==> src/rtl/hub75_pkg.sv <==
// Shared HUB75 receive types and derived sizing helpers.
package hub75_pkg;

  typedef enum logic [0:0] {
    ST_IDLE  = 1'b0,
    ST_DRAIN = 1'b1
  } drain_state_e;

  localparam int unsigned HPIXEL_DEF   = 64;
  localparam int unsigned VPIXEL_DEF   = 64;
  localparam int unsigned BPP_DEF      = 8;
  localparam int unsigned SEGMENTS_DEF = 2;

  // Bit width able to index n items; never less than one bit.
  function automatic int unsigned width_of(input int unsigned n);
    return (n <= 1) ? 1 : $clog2(n);
  endfunction

  // Number of row addresses on a panel driven with the given segment count.
  function automatic int unsigned rows_of(input int unsigned vpixel, input int unsigned segments);
    return vpixel / segments;
  endfunction

  localparam int unsigned ROWS_DEF    = rows_of(VPIXEL_DEF, SEGMENTS_DEF);
  localparam int unsigned ROW_W_DEF   = width_of(ROWS_DEF);
  localparam int unsigned ADDR_W_DEF  = width_of(HPIXEL_DEF * VPIXEL_DEF);
  localparam int unsigned PLANE_W_DEF = width_of(BPP_DEF);

endpackage

==> src/rtl/hub75_sync_edge.sv <==
// Two-flop synchronizer for one HUB75 control line with rise/fall pulses.
module hub75_sync_edge
  import hub75_pkg::*;
#(
  parameter logic RST_VAL = 1'b0
) (
  input  logic clk,
  input  logic rst_n,
  input  logic i_async,
  output logic o_sync,
  output logic o_rise,
  output logic o_fall
);

  logic meta_q, meta_d;
  logic sync_q, sync_d;
  logic prev_q, prev_d;

  // Next values of the synchronizer chain and the edge-history stage.
  always_comb begin
    meta_d = i_async;
    sync_d = meta_q;
    prev_d = sync_q;
  end

  // Two metastability stages plus one history stage; reset to the idle level.
  always_ff @(posedge clk or negedge rst_n) begin
    if (!rst_n) begin
      meta_q <= RST_VAL;
      sync_q <= RST_VAL;
      prev_q <= RST_VAL;
    end else begin
      meta_q <= meta_d;
      sync_q <= sync_d;
      prev_q <= prev_d;
    end
  end

  assign o_sync = sync_q;
  assign o_rise = sync_q & ~prev_q;
  assign o_fall = ~sync_q & prev_q;

endmodule

==> src/rtl/hub75_rx.sv <==
// HUB75 receiver: captures shifted lines, decodes bit planes, drains columns
// through a valid/ready write port and measures OE-low durations.
module hub75_rx
  import hub75_pkg::*;
#(
  parameter int unsigned hpixel_p    = 64,
  parameter int unsigned vpixel_p    = 64,
  parameter int unsigned bpp_p       = 8,
  parameter int unsigned segments_p  = 2,
  parameter int unsigned oe_cnt_wd_p = 16
) (
  input  logic                                        clk,
  input  logic                                        rst_n,
  input  logic                                        i_hub_clk,
  input  logic                                        i_hub_lat,
  input  logic                                        i_hub_oe_n,
  input  logic [width_of(vpixel_p/segments_p)-1:0]    i_hub_addr,
  input  logic [3*segments_p-1:0]                     i_hub_rgb,
  output logic                                        o_wr_valid,
  input  logic                                        i_wr_ready,
  output logic [width_of(hpixel_p*vpixel_p)-1:0]      o_wr_addr,
  output logic [width_of(bpp_p)-1:0]                  o_wr_plane,
  output logic [3*segments_p-1:0]                     o_wr_data,
  output logic                                        o_oe_valid,
  output logic [oe_cnt_wd_p-1:0]                      o_oe_cycles,
  output logic                                        o_col_err,
  output logic                                        o_overrun,
  input  logic                                        i_clr_err
);

  localparam int unsigned ROWS_P  = rows_of(vpixel_p, segments_p);
  localparam int unsigned ROW_W   = width_of(ROWS_P);
  localparam int unsigned ADDR_W  = width_of(hpixel_p * vpixel_p);
  localparam int unsigned PLANE_W = width_of(bpp_p);
  localparam int unsigned RGB_W   = 3 * segments_p;
  localparam int unsigned IDX_W   = width_of(hpixel_p);
  localparam int unsigned COL_W   = width_of(hpixel_p + 1);

  // Synchronized control lines and their edges.
  logic hclk_sync, hclk_rise, hclk_fall;
  logic lat_sync, lat_rise, lat_fall;
  logic oe_n_sync, oe_n_rise, oe_n_fall;

  hub75_sync_edge #(.RST_VAL(1'b0)) u_sync_clk (
    .clk    (clk),
    .rst_n  (rst_n),
    .i_async(i_hub_clk),
    .o_sync (hclk_sync),
    .o_rise (hclk_rise),
    .o_fall (hclk_fall)
  );

  hub75_sync_edge #(.RST_VAL(1'b0)) u_sync_lat (
    .clk    (clk),
    .rst_n  (rst_n),
    .i_async(i_hub_lat),
    .o_sync (lat_sync),
    .o_rise (lat_rise),
    .o_fall (lat_fall)
  );

  // OE_n idles high, so its chain resets high to avoid a false end-of-lit pulse.
  hub75_sync_edge #(.RST_VAL(1'b1)) u_sync_oe (
    .clk    (clk),
    .rst_n  (rst_n),
    .i_async(i_hub_oe_n),
    .o_sync (oe_n_sync),
    .o_rise (oe_n_rise),
    .o_fall (oe_n_fall)
  );

  logic unused_sync;
  assign unused_sync = ^{hclk_sync, hclk_fall, lat_sync, lat_fall};

  // Data buses go through the same two-flop depth so they align with the edges.
  logic [ROW_W-1:0] addr_meta_q, addr_meta_d, addr_sync_q, addr_sync_d;
  logic [RGB_W-1:0] rgb_meta_q, rgb_meta_d, rgb_sync_q, rgb_sync_d;

  // Line capture, hold buffer, plane tracking and error flags.
  logic [RGB_W-1:0]   line_q [hpixel_p];
  logic [RGB_W-1:0]   line_d [hpixel_p];
  logic [COL_W-1:0]   col_cnt_q, col_cnt_d;
  logic [RGB_W-1:0]   hold_line_q [hpixel_p];
  logic [RGB_W-1:0]   hold_line_d [hpixel_p];
  logic [ROW_W-1:0]   hold_row_q, hold_row_d;
  logic [PLANE_W-1:0] hold_plane_q, hold_plane_d;
  logic [COL_W-1:0]   hold_cols_q, hold_cols_d;
  logic [PLANE_W-1:0] plane_q, plane_d;
  logic [ROW_W-1:0]   last_row_q, last_row_d;
  logic               row_seen_q, row_seen_d;
  logic               col_err_q, col_err_d;
  logic               overrun_q, overrun_d;
  logic               latch_accept;

  // Drainer.
  drain_state_e       state_q, state_d;
  logic [IDX_W-1:0]   dcol_q, dcol_d;

  // OE-low duration measurement.
  logic [oe_cnt_wd_p-1:0] oe_cnt_q, oe_cnt_d;
  logic [oe_cnt_wd_p-1:0] oe_cycles_q, oe_cycles_d;
  logic                   oe_valid_q, oe_valid_d;

  // Two-flop synchronizer next values for the address and colour buses.
  always_comb begin
    addr_meta_d = i_hub_addr;
    addr_sync_d = addr_meta_q;
    rgb_meta_d  = i_hub_rgb;
    rgb_sync_d  = rgb_meta_q;
  end

  // Shift capture, latch handling, plane sequencing and sticky error flags.
  always_comb begin
    line_d       = line_q;
    col_cnt_d    = col_cnt_q;
    hold_line_d  = hold_line_q;
    hold_row_d   = hold_row_q;
    hold_plane_d = hold_plane_q;
    hold_cols_d  = hold_cols_q;
    plane_d      = plane_q;
    last_row_d   = last_row_q;
    row_seen_d   = row_seen_q;
    col_err_d    = i_clr_err ? 1'b0 : col_err_q;
    overrun_d    = i_clr_err ? 1'b0 : overrun_q;
    latch_accept = 1'b0;

    // The shift is applied first so a same-cycle latch captures this column.
    if (hclk_rise && (col_cnt_q < COL_W'(hpixel_p))) begin
      line_d[col_cnt_q[IDX_W-1:0]] = rgb_sync_q;
      col_cnt_d                    = col_cnt_q + COL_W'(1);
    end

    if (lat_rise) begin
      if (row_seen_q && (addr_sync_q == last_row_q)) begin
        plane_d = (plane_q == PLANE_W'(bpp_p - 1)) ? '0 : plane_q + PLANE_W'(1);
      end else begin
        plane_d = '0;
      end
      last_row_d = addr_sync_q;
      row_seen_d = 1'b1;

      if (col_cnt_d != COL_W'(hpixel_p)) begin
        col_err_d = 1'b1;
      end

      if (state_q == ST_IDLE) begin
        latch_accept = 1'b1;
        hold_line_d  = line_d;
        hold_row_d   = addr_sync_q;
        hold_plane_d = plane_d;
        hold_cols_d  = col_cnt_d;
      end else begin
        // A busy drainer keeps its line; the new one is dropped.
        overrun_d = 1'b1;
      end

      col_cnt_d = '0;
    end
  end

  // Drainer next-state and write-valid output.
  always_comb begin
    state_d    = state_q;
    dcol_d     = dcol_q;
    o_wr_valid = 1'b0;
    case (state_q)
      ST_IDLE: begin
        if (latch_accept) begin
          state_d = ST_DRAIN;
          dcol_d  = '0;
        end
      end
      ST_DRAIN: begin
        o_wr_valid = 1'b1;
        if (i_wr_ready) begin
          if (dcol_q == IDX_W'(hpixel_p - 1)) begin
            state_d = ST_IDLE;
            dcol_d  = '0;
          end else begin
            dcol_d = dcol_q + IDX_W'(1);
          end
        end
      end
      default: begin
        state_d = ST_IDLE;
        dcol_d  = '0;
      end
    endcase
  end

  // Drainer state register.
  always_ff @(posedge clk or negedge rst_n) begin
    if (!rst_n) begin
      state_q <= ST_IDLE;
      dcol_q  <= '0;
    end else begin
      state_q <= state_d;
      dcol_q  <= dcol_d;
    end
  end

  // OE counter: counts lit cycles, reports and restarts at the end of the window.
  always_comb begin
    oe_cnt_d    = oe_cnt_q;
    oe_cycles_d = oe_cycles_q;
    oe_valid_d  = 1'b0;
    if (oe_n_rise) begin
      oe_cycles_d = oe_cnt_q;
      oe_valid_d  = 1'b1;
      oe_cnt_d    = '0;
    end else if (oe_n_fall) begin
      oe_cnt_d = oe_cnt_wd_p'(1);
    end else if (!oe_n_sync && (oe_cnt_q != '1)) begin
      oe_cnt_d = oe_cnt_q + oe_cnt_wd_p'(1);
    end
  end

  // Datapath, plane, error and OE registers.
  always_ff @(posedge clk or negedge rst_n) begin
    if (!rst_n) begin
      addr_meta_q  <= '0;
      addr_sync_q  <= '0;
      rgb_meta_q   <= '0;
      rgb_sync_q   <= '0;
      for (int i = 0; i < int'(hpixel_p); i++) begin
        line_q[i]      <= '0;
        hold_line_q[i] <= '0;
      end
      col_cnt_q    <= '0;
      hold_row_q   <= '0;
      hold_plane_q <= '0;
      hold_cols_q  <= '0;
      plane_q      <= '0;
      last_row_q   <= '0;
      row_seen_q   <= 1'b0;
      col_err_q    <= 1'b0;
      overrun_q    <= 1'b0;
      oe_cnt_q     <= '0;
      oe_cycles_q  <= '0;
      oe_valid_q   <= 1'b0;
    end else begin
      addr_meta_q  <= addr_meta_d;
      addr_sync_q  <= addr_sync_d;
      rgb_meta_q   <= rgb_meta_d;
      rgb_sync_q   <= rgb_sync_d;
      line_q       <= line_d;
      hold_line_q  <= hold_line_d;
      col_cnt_q    <= col_cnt_d;
      hold_row_q   <= hold_row_d;
      hold_plane_q <= hold_plane_d;
      hold_cols_q  <= hold_cols_d;
      plane_q      <= plane_d;
      last_row_q   <= last_row_d;
      row_seen_q   <= row_seen_d;
      col_err_q    <= col_err_d;
      overrun_q    <= overrun_d;
      oe_cnt_q     <= oe_cnt_d;
      oe_cycles_q  <= oe_cycles_d;
      oe_valid_q   <= oe_valid_d;
    end
  end

  // Columns beyond the shifted count read as zero.
  assign o_wr_addr   = ADDR_W'(hold_row_q) * ADDR_W'(hpixel_p) + ADDR_W'(dcol_q);
  assign o_wr_plane  = hold_plane_q;
  assign o_wr_data   = (COL_W'(dcol_q) < hold_cols_q) ? hold_line_q[dcol_q] : '0;
  assign o_oe_valid  = oe_valid_q;
  assign o_oe_cycles = oe_cycles_q;
  assign o_col_err   = col_err_q;
  assign o_overrun   = overrun_q;

endmodule

==> config.mk <==
export PLATFORM = sky130hd
export DESIGN_NAME = hub75_rx
export DESIGN_NICKNAME = d
export VERILOG_FILES = /design/src/rtl/hub75_pkg.sv /design/src/rtl/hub75_sync_edge.sv /design/src/rtl/hub75_rx.sv
export SDC_FILE = /design/constraint.sdc
export NUM_CORES = 1
export LEC_CHECK = 0
export BUFFER_PORTS_ARGS = -buffer_cell sky130_fd_sc_hd__clkbuf_2
export CORE_MARGIN = 2
export CORE_UTILIZATION = 55
export DETAILED_ROUTE_END_ITERATION = 16
export GPL_TIMING_DRIVEN = 0
export PLACE_DENSITY_LB_ADDON = 0.08
export REMOVE_ABC_BUFFERS = 1
export SLEW_MARGIN = 20
export SYNTH_ARGS = -nofsm -noshare
export SYNTH_HDL_FRONTEND = slang
export SYNTH_SLANG_ARGS = --single-unit
==> constraint.sdc <==
create_clock -name clk -period 2.4 [get_ports clk]
set_input_delay 0.24 -clock clk [delete_from_list [all_inputs] [get_ports clk]]
set_output_delay 0.24 -clock clk [all_outputs]
set_load 0.005 [all_outputs]
# == After elaboration in Yosys (flattened, before gate mapping) ==
# Index checks and enable logic that the tools add are counted.
# classes
addsub,5
multipliers,0
div_mod_pow,0
order_cmp,5
n_eq_ne,7
shift,0
n_mux,33
bitwise,11
reduce_logical,8
# op_table
operator,n
$bwmux W384,1
$mux W384,1
$mux W16,3
$mux W6,7
$bmux W6 S6,1
$demux W6 S6,1
$add A16 B1 Y16 const B,1
$ne A16 B16 Y1 const B,1
$ge A7 B7 Y1 const B,2
$mux W7,2
$not A6 Y7,2
$mux W1,13
$add A11 B6 Y12,1
$pmux W6 S2,1
$add A7 B1 Y7 const B,1
$lt A6 B7 Y1,1
$lt A7 B1 Y1 const B,1
$lt A7 B7 Y1 const B,1
$ne A7 B7 Y1 const B,1
$add A6 B1 Y6 const B,1
$eq A6 B6 Y1 const B,1
$mux W3,2
$eq A5 B5 Y1,1
$not A1 Y1,5
other kinds (9),17
# word_totals
ff_bits,872
latch_bits,0
ramBits,0
rom_bits,0
in_bits,18
output_inout_bits,41
word_cells,224
n_memories,0

# == Longest topological paths before layout ==
# depth
word_depth,7
mapped_depth,9
ltp_nobuf,7

# == Hierarchy ==
# A second synthesis with hierarchy kept.
# hier_totals
hier_cells,2407
hier_area_um2,35943.2
# modules_own_cells
mod,n_inst,cells_per_inst,area_per_inst_um2,seq_area_each_um2
hub75_rx,1,2392,35669.2,21595.7
hub75_sync_edge at u_sync_clk ...,2,5,90.1,75.1
hub75_sync_edge at u_sync_oe,1,5,93.8,78.8

# == Least setup slack after synthesis ==
# Ideal clock, no wire load.
# synth_path
path_type,register to register
from,register col_cnt_q[2]
to,register hold_line_q[360] in the netlist's numbering
setup_time_ps,125
t_arrival_ps,2290
required_ps,2275
slack_ps,-15
stages_incl_launch_ff,7
path_buffers,1
period_less_slack_ps,2415
cell_sequence,dfrtp_1 or4b_4 or2_1 buf_4 nor4_4 mux2_2 mux2_2
# synth_rtl
item,line,rtl
"start, declared",hub75_rx.sv:82,"logic [COL_W-1:0] col_cnt_q, col_cnt_d;"
"start signal, assigned",hub75_rx.sv:248,col_cnt_q <= col_cnt_d;
"end signal, assigned",hub75_rx.sv:247,hold_line_q <= hold_line_d;
"end, declared",hub75_rx.sv:83,logic [RGB_W-1:0] hold_line_q [hpixel_p];

# == Worst setup path after layout ==
# layout_path
from,register dcol_q[2]
to,output port o_wr_data[5]
# layout_via
elab_chain_len,5
elab_cells_between_ends,6
cone_classes,order compare (1); mux (4); bitwise (1)
# layout_lines
item,line,rtl
"start, declared",hub75_rx.sv:97,"logic [IDX_W-1:0] dcol_q, dcol_d;"
"start signal, assigned",hub75_rx.sv:198,dcol_q <= dcol_d;
$not A6 Y7 (implied by the code),hub75_rx.sv:266,assign o_wr_data = (COL_W'(dcol_q) < hold_cols_q) ? hold_line_q[dcol_q] : '0;
$bmux W6 S6,hub75_rx.sv:266,
$mux W6 (implied by the code) (2 in series),hub75_rx.sv:266,
$mux W6 *,hub75_rx.sv:266,
"end, declared",hub75_rx.sv:23,"output logic [3*segments_p-1:0] o_wr_data,"
# Every way passes the cells marked *; elsewhere a longest branch is shown, timed or not. The select of a mux whose other input is x is not followed.

==> flow_results.xml <==
<?xml version="1.0" encoding="UTF-8"?>
<metrics>
  <group name="run_status">
    <metric name="status" unit="">finished with violations</metric>
    <metric name="failed_checks" unit="">negative setup slack</metric>
  </group>
  <group name="route">
    <metric name="first_pass_iters" unit="">5</metric>
    <metric name="wirelength" unit="um">84100</metric>
    <metric name="vias_per_cell" unit="">5.94</metric>
    <metric name="drt_drc_violations_left" unit="">0</metric>
    <metric name="drtAntennaViolNets" unit="">0</metric>
    <metric name="post_drt_wl_per_cell" unit="um">24.4</metric>
    <metric name="detailedRoute.firstIterationViolations" unit="">1367</metric>
    <metric name="vias" unit="">20500</metric>
  </group>
  <group name="worst_setup_path">
    <metric name="timing_worst_setup_path_type" unit="">reg2out</metric>
    <metric name="critPathCapture" unit="">o_wr_data[5]</metric>
    <metric name="cp_slowest_cell" unit="">dfrtp_4</metric>
    <metric name="endpoint_of_the_lowest_slack_register_to_register_path" unit="">hold_line_q[268]</metric>
    <metric name="crit_path_start" unit="">dcol_q[2]</metric>
    <metric name="critical_path.cell_chain" unit="">and2_4 -&gt; a22oi_2 -&gt; a21oi_2 -&gt; a211oi_4 -&gt; a311oi_2 -&gt; clkbuf_2</metric>
    <metric name="timing.critical_path.required" unit="ps">2160</metric>
    <metric name="crit_path_max_fanout" unit="">20</metric>
    <metric name="setup.worst_path.end_class" unit="">output port</metric>
    <metric name="setup.reg_to_reg.worst_slack" unit="ps">-230</metric>
    <metric name="arrival_time_at_the_worst_endpoint" unit="ps">3060</metric>
    <metric name="worstRegToRegCells" unit="">8</metric>
    <metric name="crit_path_launch_type" unit="">flop</metric>
    <metric name="timing.rr.start" unit="">u_sync_clk.prev_q</metric>
    <metric name="timing.critical_path.buf_inv" unit="">1</metric>
    <metric name="cpPeakStageDelay" unit="ps">690</metric>
    <metric name="worst_path_dominant_cell_family" unit="">compound AO/OA/AOI/OAI gates</metric>
    <metric name="worstSetupPathDepth" unit="">6</metric>
  </group>
  <group name="sta">
    <metric name="setup_ws" unit="ps">-904</metric>
    <metric name="final.setup.tns" unit="ps">-18900</metric>
    <metric name="slew_headroom" unit="">0.343</metric>
    <metric name="unrepaired_setup_endpoints_after_global_routing" unit="">true</metric>
    <metric name="final_critical_path_required_period" unit="ps">3300</metric>
    <metric name="final_period_utilization" unit="">1.38</metric>
    <metric name="timing.final.hold_violations" unit="">0</metric>
    <metric name="maxClockFrequency" unit="MHz">303</metric>
    <metric name="finClkSkew" unit="ps">22.8</metric>
    <metric name="timing_worst_slew_pin_value" unit="ps">985</metric>
    <metric name="setup-violations-final" unit="">154</metric>
    <metric name="maxSlewViolCount" unit="">0</metric>
  </group>
  <group name="floorplanning">
    <metric name="fp.dieH" unit="um">260</metric>
    <metric name="start_util" unit="">0.558</metric>
    <metric name="number_of_top_level_design_ports" unit="">59</metric>
    <metric name="die-area" unit="um^2">67700</metric>
    <metric name="placement_rows" unit="">93</metric>
    <metric name="design.core.area" unit="um^2">64700</metric>
    <metric name="die_width" unit="um">260</metric>
  </group>
  <group name="placed_design">
    <metric name="numPortBuffers" unit="">57</metric>
    <metric name="place_congestion" unit="">0.839</metric>
    <metric name="post-dp-hpwl" unit="um">50900</metric>
    <metric name="place_inst" unit="">3181</metric>
  </group>
  <group name="synthesis">
    <metric name="synth.top_cell.area_share" unit="">0.603</metric>
    <metric name="count_of_distinct_cell_types_in_the_synthesized_netlist" unit="">60</metric>
    <metric name="total_of_warnings_raised_by_yosys" unit="">0</metric>
    <metric name="synth_seq_cells" unit="">872</metric>
    <metric name="synth-seq-area-share" unit="">0.605</metric>
    <metric name="synthArstFlopShare" unit="">1.00</metric>
    <metric name="synth.cells.most_frequent" unit="">869 x dfrtp_1, 833 x mux2_2, 119 x nand2_1, 117 x clkbuf_1, 72 x mux4_2</metric>
    <metric name="mappedNetlistArea" unit="um^2">36100</metric>
    <metric name="syn_inst" unit="">2380</metric>
    <metric name="edff_count_synth" unit="">0</metric>
    <metric name="synth_flop_cell" unit="">dfrtp_1</metric>
    <metric name="yosys.cell_count.top_type" unit="">dfrtp_1</metric>
    <metric name="syn_area_per_cell" unit="um^2">15.2</metric>
    <metric name="synth.top_cells.by_area" unit="">dfrtp_1 60%, mux2_2 26%, mux4_2 4.5%, nand2_1 1.2%, clkbuf_1 1.2%</metric>
    <metric name="synth.largest_area_cell" unit="">dfrtp_1</metric>
  </group>
  <group name="clock_tree">
    <metric name="clk_transition_reported_paths" unit="ps">60</metric>
    <metric name="clock_tree_from_tritoncts" unit="">done</metric>
    <metric name="cts-htree-levels" unit="">3</metric>
    <metric name="clock_sinks" unit="">872</metric>
    <metric name="tritoncts.num_buffers" unit="">90</metric>
    <metric name="clockBufferDepth" unit="">3</metric>
    <metric name="worst_skew_pair.late_latency" unit="ps">630</metric>
    <metric name="ctsRootBufferMaster" unit="">clkbuf_16</metric>
  </group>
  <group name="power">
    <metric name="vdd_drop_max" unit="V">0.000531</metric>
    <metric name="power.share.clock" unit="">0.410</metric>
    <metric name="swShare" unit="">0.254</metric>
    <metric name="sequentialPowerShare" unit="">0.457</metric>
    <metric name="p_switching" unit="mW">8.67</metric>
    <metric name="power_density" unit="nW/um^2">780</metric>
    <metric name="intPower" unit="mW">25.5</metric>
    <metric name="power_frac_comb" unit="">0.133</metric>
    <metric name="leakage" unit="nW">21.1</metric>
  </group>
  <group name="min_path">
    <metric name="worstHoldPathType" unit="">in2async</metric>
  </group>
  <group name="job">
    <metric name="max_cap_violations" unit="">0</metric>
  </group>
  <group name="global_route">
    <metric name="grt_start_max_net_pins" unit="">98</metric>
    <metric name="grt_pass1_wl" unit="um">130000</metric>
    <metric name="grt_usage" unit="">0.252</metric>
    <metric name="grt_pass1_vias" unit="">21700</metric>
    <metric name="global_route.overflow_total" unit="">0</metric>
    <metric name="grt_antenna_before_repair" unit="">0</metric>
  </group>
  <group name="final_layout">
    <metric name="synthToLayoutAreaGrowth" unit="%">21.3</metric>
    <metric name="drive_above_1_share" unit="">0.542</metric>
    <metric name="final_net_count" unit="">2556</metric>
    <metric name="post_layout_cell_count" unit="">3446</metric>
    <metric name="n_antenna_cell" unit="">0</metric>
    <metric name="finish.utilization" unit="">0.677</metric>
  </group>
</metrics>
what timing repair did:
item                                   CTS  global route
gates cloned                             7             0
setup buffers                           53            33
resized for setup                      271           109
endpoints found under the hold margin  105             0
hold buffers                            17             0
setup endpoints to repair              759           352
pin swaps                               43            20
cells by family after synthesis:
group / synth area share
AO/OA/AOI/OAI: 0.0291
buffers and inverters: 0.0183
other: 0.000104
multiplexers: 0.306
AND/OR/NAND/NOR: 0.0350
flip-flops: 0.605
adder cells (fa/ha/maj): 0.00416
XOR/XNOR: 0.00243
layout by cell type (no fill, tap or decap), drive strengths merged, types with 19 or more instances in the layout:
cell type and n:
nor3 19, o21ai 21, a22oi 29, buf 132
nand2 119, clkbuf 198, mux4 72, dfrtp 869
nor2 37, o22ai 31, mux2 833
final cells by class:
class,instances,area [um^2]
clock buffer,141,2810
clock inverter,16,194
fill,4438,20900
inverter,15,56.3
multi-input combinational,1339,15100
sequential,872,21900
tap,855,1070
timing repair buffer,208,2670
worst reg2reg max path: stages (launching register included):
cell     delay (ps)
dfrtp_1         410
or4b_4          570
buf_6           140
or2_4           340
buf_6           170
nor2b_4         150
buf_12          150
mux2_4          320
mux2_4          260
through the flow:
| step | instance area, um^2 | hold slack [ps] | total power [mW] | setup WS, ps |
|---|---|---|---|---|
| after detailed placement | 37900 | 235 | 19.2 | -1530 |
| after CTS | 43000 | 144 | 34.3 | -878 |
| after floorplan | 35500 | -55.6 | 17.4 | -16380 |
| after global placement | 36800 | 332 | 18.4 | -27110 |
| after global routing | 43800 | 165 | 35.3 | -944 |
| final | 43800 | 153 | 34.1 | -904 |
registers in the layout (all words and copies together), names as in the netlist, 3 cells and up:
register and cells:
addr_meta_q 5, hold_line_q 384, line_q 384, oe_cnt_q 16, rgb_sync_q 6, hold_row_q 5, addr_sync_q 5, plane_q 3
hold_cols_q 7, o_oe_cycles 16, col_cnt_q 7, dcol_q 6, last_row_q 5, o_wr_plane 3, rgb_meta_q 6
layer usage:
| layer | GRT usage | vias up | part of all wire |
|---|---|---|---|
| li1 | - | 8909 | - |
| met1 | 0.346 | 11000 | 0.44 |
| met2 | 0.421 | 379 | 0.50 |
| met3 | 0.0359 | 121 | 0.032 |
| met4 | 0.0749 | 0 | 0.027 |
| met5 | 0 | - | 0 |
power by group through the flow:
stage	Combinational [mW]	Clock, mW	Sequential [mW]
6_report	4.55	14.0	15.6
5_1_grt	4.81	14.9	15.6
4_1_cts	4.41	14.3	15.6
3_5_place_dp	3.39	0	15.8
3_3_place_gp	2.17	0	16.3
2_1_floorplan	1.48	0	15.9
worst min path at each step:
| stage | endpoint | startpoint | slack [ps] |
|---|---|---|---|
| 6_report | line_q[170] | rst_n | 150 |
| 5_1_grt | line_q[170] | rst_n | 160 |
| 4_1_cts | hold_line_q[135] | rst_n | 140 |
| 3_5_place_dp | line_q[170] | rst_n | 230 |
| 3_3_place_gp | rgb_sync_q[5] | rgb_meta_q[5] | 330 |
| 2_1_floorplan | addr_meta_q[0] | rst_n | -60 |
Power figures use the tool's default switching activity.
